### src/rtl/uart_tx_cfg_if.sv
// Word/config handshake bundle for uart_tx_cfg.
// master drives word+config+valid, slave returns READY.
interface uart_tx_cfg_if #(
  parameter int DATA_WIDTH = 8,
  parameter int DIV_W      = 8
);
  logic [DATA_WIDTH-1:0] P_DATA;
  logic                  DATA_VALID;
  logic                  READY;
  logic                  PAR_EN;
  logic                  PAR_TYP;
  logic                  STOP2;
  logic [DIV_W-1:0]      DIV;

  modport master (
    output P_DATA, DATA_VALID,
    output PAR_EN, PAR_TYP, STOP2, DIV,
    input  READY
  );

  modport slave (
    input  P_DATA, DATA_VALID,
    input  PAR_EN, PAR_TYP, STOP2, DIV,
    output READY
  );
endinterface

### src/rtl/uart_tx_cfg.sv
// Configurable UART transmitter: start/data/parity/stop framing.
// Ports: CLK, RST (async low), bus (slave), TX_OUT, BUSY, TX_DONE.
module uart_tx_cfg #(
  parameter int DATA_WIDTH = 8,
  parameter int DIV_W      = 8
) (
  input  logic         CLK,
  input  logic         RST,
  uart_tx_cfg_if.slave bus,
  output logic         TX_OUT,
  output logic         BUSY,
  output logic         TX_DONE
);
  localparam int IW = $clog2(DATA_WIDTH + 1);

  typedef enum logic [2:0] {
    S_IDLE, S_START, S_DATA,
    S_PARITY, S_STOP1, S_STOP2
  } state_e;

  state_e state_q, state_d;
  logic [DIV_W-1:0]      cnt_q, cnt_d;
  logic [DIV_W-1:0]      div_q, div_d;
  logic [IW-1:0]         idx_q, idx_d;
  logic [DATA_WIDTH-1:0] data_q, data_d;
  logic par_q, par_d;
  logic pe_q, pe_d;
  logic s2_q, s2_d;
  logic tx_q, tx_d;
  logic busy_q, busy_d;
  logic done_q, done_d;
  logic bit_end, ready, accept;

  assign bit_end   = (cnt_q == div_q);
  // done_q is high exactly in the last stop-bit cycle
  assign ready     = (state_q == S_IDLE) || done_q;
  assign accept    = bus.DATA_VALID && ready;
  assign bus.READY = ready;
  assign TX_OUT    = tx_q;
  assign BUSY      = busy_q;
  assign TX_DONE   = done_q;

  always_comb begin
    state_d = state_q;
    cnt_d   = cnt_q;
    div_d   = div_q;
    idx_d   = idx_q;
    data_d  = data_q;
    par_d   = par_q;
    pe_d    = pe_q;
    s2_d    = s2_q;
    tx_d    = tx_q;
    busy_d  = busy_q;
    if (state_q != S_IDLE) begin
      cnt_d = bit_end ? DIV_W'(1)
                      : cnt_q + 1'b1;
    end
    unique case (state_q)
      S_START: if (bit_end) begin
        state_d = S_DATA;
        idx_d   = '0;
        tx_d    = data_q[0];
        data_d  = data_q >> 1;
      end
      S_DATA: if (bit_end) begin
        if (idx_q == IW'(DATA_WIDTH - 1)) begin
          state_d = pe_q ? S_PARITY : S_STOP1;
          tx_d    = pe_q ? par_q : 1'b1;
        end else begin
          idx_d  = idx_q + 1'b1;
          tx_d   = data_q[0];
          data_d = data_q >> 1;
        end
      end
      S_PARITY: if (bit_end) begin
        state_d = S_STOP1;
        tx_d    = 1'b1;
      end
      S_STOP1: if (bit_end) begin
        if (s2_q) begin
          state_d = S_STOP2;
        end else begin
          state_d = S_IDLE;
          busy_d  = 1'b0;
        end
      end
      S_STOP2: if (bit_end) begin
        state_d = S_IDLE;
        busy_d  = 1'b0;
      end
      default: ;
    endcase
    // accept overrides end-of-frame for back-to-back
    if (accept) begin
      state_d = S_START;
      cnt_d   = DIV_W'(1);
      idx_d   = '0;
      tx_d    = 1'b0;
      busy_d  = 1'b1;
      data_d  = bus.P_DATA;
      pe_d    = bus.PAR_EN;
      s2_d    = bus.STOP2;
      par_d   = bus.PAR_TYP ? ~^bus.P_DATA
                            : ^bus.P_DATA;
      div_d   = (bus.DIV == '0) ? DIV_W'(1)
                                : bus.DIV;
    end
    // look ahead: is next cycle the last stop cycle
    done_d = (cnt_d == div_d) &&
             ((state_d == S_STOP1 && !s2_d) ||
              state_d == S_STOP2);
  end

  always_ff @(posedge CLK or negedge RST) begin
    if (!RST) begin
      state_q <= S_IDLE;
      cnt_q   <= '0;
      div_q   <= DIV_W'(1);
      idx_q   <= '0;
      data_q  <= '0;
      par_q   <= 1'b0;
      pe_q    <= 1'b0;
      s2_q    <= 1'b0;
      tx_q    <= 1'b1;
      busy_q  <= 1'b0;
      done_q  <= 1'b0;
    end else begin
      state_q <= state_d;
      cnt_q   <= cnt_d;
      div_q   <= div_d;
      idx_q   <= idx_d;
      data_q  <= data_d;
      par_q   <= par_d;
      pe_q    <= pe_d;
      s2_q    <= s2_d;
      tx_q    <= tx_d;
      busy_q  <= busy_d;
      done_q  <= done_d;
    end
  end
endmodule
### src/flat_wrapper.sv
// flat-port wrapper written by rule: the top's interface ports become plain ports
module uart_tx_cfg_flat 
#(
  parameter int DATA_WIDTH = 8,
  parameter int DIV_W      = 8
)
  (CLK, RST, TX_OUT, BUSY, TX_DONE, bus_P_DATA, bus_DATA_VALID, bus_PAR_EN, bus_PAR_TYP, bus_STOP2, bus_DIV, bus_READY);
  uart_tx_cfg_if #(.DATA_WIDTH(DATA_WIDTH), .DIV_W(DIV_W)) bus_i ();
  input  logic CLK;
  input  logic RST;
  output logic TX_OUT;
  output logic BUSY;
  output logic TX_DONE;
  input wire logic [$bits(bus_i.P_DATA)-1:0] bus_P_DATA;
  input wire logic [$bits(bus_i.DATA_VALID)-1:0] bus_DATA_VALID;
  input wire logic [$bits(bus_i.PAR_EN)-1:0] bus_PAR_EN;
  input wire logic [$bits(bus_i.PAR_TYP)-1:0] bus_PAR_TYP;
  input wire logic [$bits(bus_i.STOP2)-1:0] bus_STOP2;
  input wire logic [$bits(bus_i.DIV)-1:0] bus_DIV;
  output wire logic [$bits(bus_i.READY)-1:0] bus_READY;
  assign bus_i.P_DATA = bus_P_DATA;
  assign bus_i.DATA_VALID = bus_DATA_VALID;
  assign bus_i.PAR_EN = bus_PAR_EN;
  assign bus_i.PAR_TYP = bus_PAR_TYP;
  assign bus_i.STOP2 = bus_STOP2;
  assign bus_i.DIV = bus_DIV;
  assign bus_READY = bus_i.READY;
  uart_tx_cfg #(.DATA_WIDTH(DATA_WIDTH), .DIV_W(DIV_W)) u_core (.CLK(CLK), .RST(RST), .bus(bus_i), .TX_OUT(TX_OUT), .BUSY(BUSY), .TX_DONE(TX_DONE));
endmodule
### config.mk
export PLATFORM = sky130hd
export DESIGN_NAME = uart_tx_cfg_flat
export DESIGN_NICKNAME = d
export VERILOG_FILES = /design/src/rtl/uart_tx_cfg_if.sv /design/src/rtl/uart_tx_cfg.sv /design/src/flat_wrapper.sv
export SDC_FILE = /design/constraint.sdc
export NUM_CORES = 1
export LEC_CHECK = 0
export ABC_AREA = 1
export CAP_MARGIN = 25
export CORE_MARGIN = 5
export CORE_UTILIZATION = 60
export DETAILED_ROUTE_END_ITERATION = 8
export GPL_TIMING_DRIVEN = 0
export HOLD_SLACK_MARGIN = 0.03
export PLACE_DENSITY = 0.81
export SLEW_MARGIN = 40
export SYNTH_ARGS = -nofsm -noshare
export SYNTH_HDL_FRONTEND = slang
export SYNTH_SLANG_ARGS = --single-unit
### constraint.sdc
create_clock -name CLK -period 2.9 [get_ports CLK]
set_input_delay 0.725 -clock CLK [delete_from_list [all_inputs] [get_ports CLK]]
set_output_delay 0.725 -clock CLK [all_outputs]
set_load 0.1 [all_outputs]
==> Yosys cells after proc, flatten, opt, wreduce, memory -nomap -nowiden <==
Index checks and enable logic that the tools add are counted.
{ "totals": {"regBits": 37, "latch_bits": 0, "ram_bits": 0, "mem_bits_ro": 0, "input_bits": 22, "output_inout_bits": 4, "wordCells": 86, "mem_count": 0} }
{ "classes": {"add_sub_neg": 2, "mul": 0, "n_div": 0, "n_lt_le_gt_ge": 0, "n_eq_ne": 17, "n_shift": 0, "n_mux": 39, "bitwise_logic": 0, "reduce_logical": 17} }
{ "ops": {"columns": ["op", "n"], "rows": [
  ["two-way mux 8 bit", 9],
  ["two-way mux 3 bit", 9],
  ["== test 8 bit", 2],
  ["two-way mux 4 bit", 4],
  ["case mux 8 bit (2 select lines)", 1],
  ["!= test 3 x 1 -> 1 bit, second input constant", 5],
  ["case mux 3 bit (5 select lines)", 1],
  ["== test 3 bit, second input constant", 4],
  ["two-way mux 1 bit", 12],
  ["AND reduction 4 bit", 3],
  ["nonzero test 3 bit", 3],
  ["adder 8 x 1 -> 8 bit, second input constant", 1],
  ["zero test 8 bit", 1],
  ["case mux 4 bit (2 select lines)", 1],
  ["XNOR reduction 8 bit", 1],
  ["XOR reduction 8 bit", 1],
  ["== test 3 x 2 -> 1 bit, second input constant", 2],
  ["adder 4 x 1 -> 4 bit, second input constant", 1],
  ["== test 4 x 3 -> 1 bit, second input constant", 1],
  ["nonzero test 4 bit", 1],
  ["== test 3 x 1 -> 1 bit, second input constant", 1],
  ["logical AND 1 bit", 3],
  ["zero test 3 bit", 1],
  ["!= test 3 x 2 -> 1 bit, second input constant", 1],
  ["5 further kinds", 6]
]} }

==> Depth between registers and ports, before layout <==
{ "depth": {"word_depth": 9, "ltp_mapped": 15, "depth_no_buf": 15} }

==> Worst setup path before layout <==
Ideal clock, no wire load.
{ "synth_path": {"kind": "flip-flop to flip-flop", "from": "reg u_core.done_q, in the netlist u_core.TX_DONE", "to": "reg u_core.idx_q[2]", "setup_ns": 0.077, "arrival_time_ns": 2.232, "required_ns": 2.823, "setup_slack_ns": 0.591, "stages_incl_launch_ff": 12, "path_buffers": 1, "synth_period_minus_slack_ns": 2.309, "path_cell_list": "dfrtp_1 -> inv_1 -> nand2_4 -> nand2_8 -> inv_4 -> nor2_4 -> nand2_1 -> nand3_4 -> inv_4 -> buf_6 -> nand2_1 -> a21oi_1"} }
{ "synth_via": {"elab_chain_len": 4, "word_cells_on_any_way": 8, "cone_classes": "eq/ne (3); mux (1); reduce/logical (4)"} }
{ "synth_rtl": {"columns": ["item", "line", "rtl"], "rows": [
  ["from (decl)", "uart_tx_cfg.sv:31", "logic done_q, done_d;"],
  ["from (signal assigned)", "uart_tx_cfg.sv:138", "done_q <= done_d;"],
  ["logical OR 1 bit (*)", "uart_tx_cfg.sv:36", "assign ready = (state_q == S_IDLE) || done_q;"],
  ["named net bus_READY", "flat_wrapper.sv:20", "output wire logic [$bits(bus_i.READY)-1:0] bus_READY;"],
  ["logical AND 1 bit (*)", "uart_tx_cfg.sv:37", "assign accept = bus.DATA_VALID && ready;"],
  ["!= test 3 x 1 -> 1 bit (no line), or another cell as far along", null, null],
  ["AND reduction 4 bit (no line)", null, null],
  ["to (signal assigned)", "uart_tx_cfg.sv:131", "idx_q <= idx_d;"],
  ["to (decl)", "uart_tx_cfg.sv:24", "logic [IW-1:0] idx_q, idx_d;"]
]} }
The timed path passes the listed nets; every way through them passes the cells marked *.
A chain may end at the register's enable or synchronous reset.

==> Worst setup path after layout <==
{ "layout_path": {"from": "reg u_core.state_q[1]", "to": "out bus_READY"} }
{ "layout_via": {"elab_chain_len": 2} }
{ "layout_rtl": {"columns": ["item", "line", "rtl"], "rows": [
  ["from (decl)", "uart_tx_cfg.sv:21", "state_e state_q, state_d;"],
  ["from (signal assigned)", "uart_tx_cfg.sv:128", "state_q <= state_d;"],
  ["zero test 3 bit", "uart_tx_cfg.sv:36", null],
  ["logical OR 1 bit", "uart_tx_cfg.sv:36", null],
  ["to (decl)", "flat_wrapper.sv:20", null]
]} }
Every way passes these cells.

==> impl_metrics.prom <==
# TYPE chip_impl_metric gauge
chip_impl_info{name="outcome",value="complete, no violations"} 1
chip_impl_metric{name="floorplan.die_area",unit="mm2"} 0.00538
chip_impl_metric{name="whs",unit="ns"} 0.354
chip_impl_info{name="rsz0062_at_grt",value="false"} 1
chip_impl_metric{name="fin_crit",unit="ns"} 2.39
chip_impl_metric{name="final_max_slew_viol_count",unit=""} 0
chip_impl_metric{name="cp.buffers_inverters",unit=""} 2
chip_impl_metric{name="crit_path_max_incr_delay",unit="ns"} 0.44
chip_impl_metric{name="total_vias_in_the_final_route",unit=""} 2147
chip_impl_metric{name="drc_errors",unit=""} 0
chip_impl_metric{name="wl_per_cell",unit="um"} 12.9
chip_impl_metric{name="count_of_nets_left_with_antenna_violations_after_detail_routing",unit=""} 0
chip_impl_metric{name="cp_max_fo",unit=""} 8
chip_impl_info{name="ys.flop_type",value="sky130_fd_sc_hd__dfrtp_1"} 1
chip_impl_metric{name="cp_num_cells",unit=""} 4
chip_impl_metric{name="cp.required",unit="ns"} 2.17
chip_impl_info{name="crit_path_capture_type",value="primary output"} 1
chip_impl_metric{name="post-place-cells",unit=""} 410
chip_impl_info{name="most_frequently_used_cell_type_in_the_post_synthesis_netlist",value="sky130_fd_sc_hd__nand2_1"} 1
chip_impl_info{name="worstSetupStartpoint",value="u_core.state_q[1]"} 1
chip_impl_metric{name="layoutNonFillerInstCount",unit=""} 418
chip_impl_metric{name="synth.avg_cell_area",unit="um2"} 7.21
chip_impl_metric{name="worst_slew_pin_slew",unit="ns"} 0.487
chip_impl_metric{name="finalClockSkew",unit="ns"} 0.0118
chip_impl_metric{name="preCtsSetupSlack",unit="ns"} 0.432
chip_impl_metric{name="rr_worst_depth",unit=""} 11
chip_impl_metric{name="cell_count_after_synthesis",unit=""} 334
chip_impl_info{name="critical_path.cell_chain",value="inv_1 -> nand3_4 -> nand2_4 -> buf_2"} 1
chip_impl_metric{name="synth-async-reset-ratio",unit=""} 1.00
chip_impl_metric{name="grt_usage",unit=""} 0.221
chip_impl_metric{name="tritoncts.num_buffers",unit=""} 5
chip_impl_info{name="path_class",value="flop to primary output"} 1
chip_impl_info{name="cp-start-kind",value="flop"} 1
chip_impl_metric{name="clk_pin_slew_worst_paths",unit="ns"} 0.08
chip_impl_info{name="yosysTopAreaCell",value="sky130_fd_sc_hd__dfrtp_1"} 1
chip_impl_metric{name="mappedNetlistArea",unit="mm2"} 0.00241
chip_impl_metric{name="max_freq",unit="MHz"} 418
chip_impl_metric{name="maxSlewHeadroom",unit=""} 0.677
chip_impl_metric{name="synth_edf_count",unit=""} 0
chip_impl_metric{name="p_leak",unit="nW"} 1.44
chip_impl_metric{name="yosys_reg_bits",unit=""} 37
chip_impl_metric{name="initialDrtViolationCount",unit=""} 166
chip_impl_info{name="critical-path-slowest-cell",value="sky130_fd_sc_hd__dfrtp_1"} 1
chip_impl_metric{name="post-route-period-util",unit=""} 0.825
chip_impl_metric{name="grt_overflow",unit=""} 0
chip_impl_info{name="cts_tree",value="yes"} 1
chip_impl_metric{name="clock_sink_count",unit=""} 37
chip_impl_info{name="commonest_cells_post_synth",value="sky130_fd_sc_hd__nand2_1 (110), sky130_fd_sc_hd__inv_1 (45), sky130_fd_sc_hd__dfrtp_1 (35)"} 1
chip_impl_metric{name="antenna_found_initial",unit=""} 0
chip_impl_metric{name="cts_max_level",unit=""} 2
chip_impl_metric{name="core_area",unit="mm2"} 0.00394
chip_impl_metric{name="io-pin-count",unit=""} 26
chip_impl_metric{name="syn-num-nets",unit=""} 360
chip_impl_metric{name="yosys_warnings",unit=""} 0
chip_impl_metric{name="hold_buffers",unit=""} 0
chip_impl_metric{name="worstSkewPairLatency",unit="ns"} 0.30
chip_impl_metric{name="max_cap_violations",unit=""} 0
chip_impl_metric{name="p_per_area",unit="mW/mm2"} 392
chip_impl_metric{name="max-vdd-ir-drop",unit="uV"} 376
chip_impl_metric{name="post_cts_buffers",unit=""} 0
chip_impl_metric{name="place.detailed.hpwl",unit="um"} 4260
chip_impl_metric{name="final_layout_size_suffix_gt1_frac",unit=""} 0.120
chip_impl_info{name="min-delay-path-class",value="input port to async pin"} 1
chip_impl_info{name="crit_family",value="buffers and inverters"} 1
chip_impl_metric{name="finalHoldViolations",unit=""} 0
chip_impl_metric{name="fp.dieW",unit="um"} 73.4
chip_impl_metric{name="setup_viol_count_final",unit=""} 0
chip_impl_metric{name="start_util",unit=""} 0.611
chip_impl_metric{name="post-layout-total-power",unit="mW"} 1.12
chip_impl_metric{name="cts_buffer_depth",unit=""} 2
chip_impl_metric{name="first_pass_grt_wire_length",unit="um"} 9250
chip_impl_metric{name="vias_per_cell",unit=""} 5.14
chip_impl_info{name="worst_r2r_startpoint",value="u_core.div_q[0]"} 1
chip_impl_metric{name="reg2reg_setup_slack",unit="ns"} 0.80
chip_impl_metric{name="synth.top_cell.area_share",unit=""} 0.364
chip_impl_metric{name="via_count_of_the_first_global_routing_pass",unit=""} 2193
chip_impl_metric{name="setup_tns",unit="ns"} 0
chip_impl_info{name="critPathCapture",value="bus_READY"} 1
chip_impl_metric{name="num-nets-final",unit=""} 393
chip_impl_metric{name="worstPathArrival",unit="ns"} 1.67
chip_impl_metric{name="dieHeight",unit="um"} 73.4
chip_impl_info{name="cts-root-buf",value="sky130_fd_sc_hd__clkbuf_8"} 1
chip_impl_metric{name="yosysUniqueCellTypes",unit=""} 35
chip_impl_info{name="netlist_top_cells_area",value="sky130_fd_sc_hd__dfrtp_1 (36%), sky130_fd_sc_hd__nand2_1 (17%), sky130_fd_sc_hd__inv_1 (7.0%)"} 1
chip_impl_metric{name="placement_rows",unit=""} 23
chip_impl_metric{name="wirelength",unit="um"} 5390
chip_impl_info{name="critical_path.reg2reg.endpoint",value="u_core.idx_q[2]"} 1
chip_impl_metric{name="filler_instances",unit=""} 325
chip_impl_metric{name="drt_pre_antenna_iters",unit=""} 4
chip_impl_metric{name="synth-seq-area-share",unit=""} 0.385
chip_impl_metric{name="area.growth.synth_to_final",unit="%"} 18.6
chip_impl_metric{name="port_buffers",unit=""} 25
chip_impl_metric{name="setup_slack",unit="ns"} 0.506
chip_impl_metric{name="finalWeightedCongestion",unit=""} 0.899
chip_impl_metric{name="grt_start_max_net_pins",unit=""} 22
chip_impl_metric{name="post_cts_resize_count",unit=""} 0
chip_impl_metric{name="antennaDiodeCount",unit=""} 0
==> routing by layer <==
layer	vias up	routed length, um	GRT usage
met1	966	2250	0.262
met3	15	288	0.0479
met2	52	2720	0.382
li1	1114	-	-
met5	-	0	0
met4	0	138	0.0966
==> layout make-up <==
class | instances | area, um2 | area share
Multi-Input combinational cell | 237 | 1220 | 0.427
Sequential cell | 37 | 928 | 0.325
Timing Repair Buffer | 26 | 253 | 0.0884
Inverter | 53 | 204 | 0.0714
Clock buffer | 5 | 68.8 | 0.0241
Clock inverter | 3 | 65.1 | 0.0228
Tap cell | 50 | 62.6 | 0.0219
Buffer | 7 | 55.1 | 0.0193
==> power by group <==
part / internal [mW] / switching (mW) / leakage [nW]
Sequential: 0.516 / 0 / 0.458
Combinational: 0.0400 / 0.0294 / 0.916
Clock: 0.342 / 0.193 / 0.0681
Total: 0.898 / 0.223 / 1.44
==> cell usage in the layout (no fill, tap or decap), types with 4 or more instances in the layout <==
master / count
sky130_fd_sc_hd__nand2_1: 110
sky130_fd_sc_hd__inv_1: 45
sky130_fd_sc_hd__dfrtp_1: 35
sky130_fd_sc_hd__nor2_1: 25
sky130_fd_sc_hd__nand3_1: 21
sky130_fd_sc_hd__clkdlybuf4s50_1: 20
sky130_fd_sc_hd__o21ai_0: 10
sky130_fd_sc_hd__xor2_1: 9
sky130_fd_sc_hd__xnor2_1: 8
sky130_fd_sc_hd__a21oi_1: 8
sky130_fd_sc_hd__buf_2: 7
sky130_fd_sc_hd__a31oi_1: 7
sky130_fd_sc_hd__inv_2: 6
sky130_fd_sc_hd__o21ai_1: 5
sky130_fd_sc_hd__nand4_1: 5
sky130_fd_sc_hd__clkbuf_8: 5
sky130_fd_sc_hd__o21ai_2: 4
sky130_fd_sc_hd__nor3_1: 4
sky130_fd_sc_hd__ha_1: 4
==> worst min-delay path by stage <==
stage	endpoint	startpoint	depth (start not counted)
finish	u_core.cnt_q[3]	RST	1
CTS	u_core.cnt_q[3]	RST	1
global placement	u_core.BUSY	u_core.BUSY	2
floorplan	u_core.BUSY	RST	0
detailed placement	u_core.BUSY	u_core.BUSY	2
global route	u_core.cnt_q[3]	RST	1
==> state kept, by name, indices dropped and copies added (netlist names) <==
| name | cells |
|---|---|
| u_core.cnt_q | 8 |
| u_core.div_q | 8 |
| u_core.data_q | 8 |
| u_core.TX_DONE | 1 |
| u_core.TX_OUT | 1 |
| u_core.idx_q | 4 |
| u_core.state_q | 3 |
| u_core.BUSY | 1 |
| u_core.s2_q | 1 |
| u_core.par_q | 1 |
| u_core.pe_q | 1 |
==> stage by stage <==
| step | utilization | instance area [um2] |
|---|---|---|
| 2_1_floorplan | - | 2410 |
| 3_3_place_gp | 0.690 | 2720 |
| 3_5_place_dp | 0.691 | 2720 |
| 4_1_cts | 0.725 | 2860 |
| 5_1_grt | 0.725 | 2860 |
| 6_report | 0.725 | 2860 |
==> cell families (layout without fill, tap and decap cells) <==
family                     count (synthesis)  after routing  share of synthesized area
buffers and inverters                     60             94                      0.108
DFF                                       37             37                      0.385
AOI/OAI and AO/OA                         40             40                      0.101
adders and majority gates                  4              4                     0.0208
and+or+nand+nor                          176            176                      0.323
xor gates and xnor gates                  17             17                     0.0618
No activity file was read; power rests on OpenSTA's default activity.
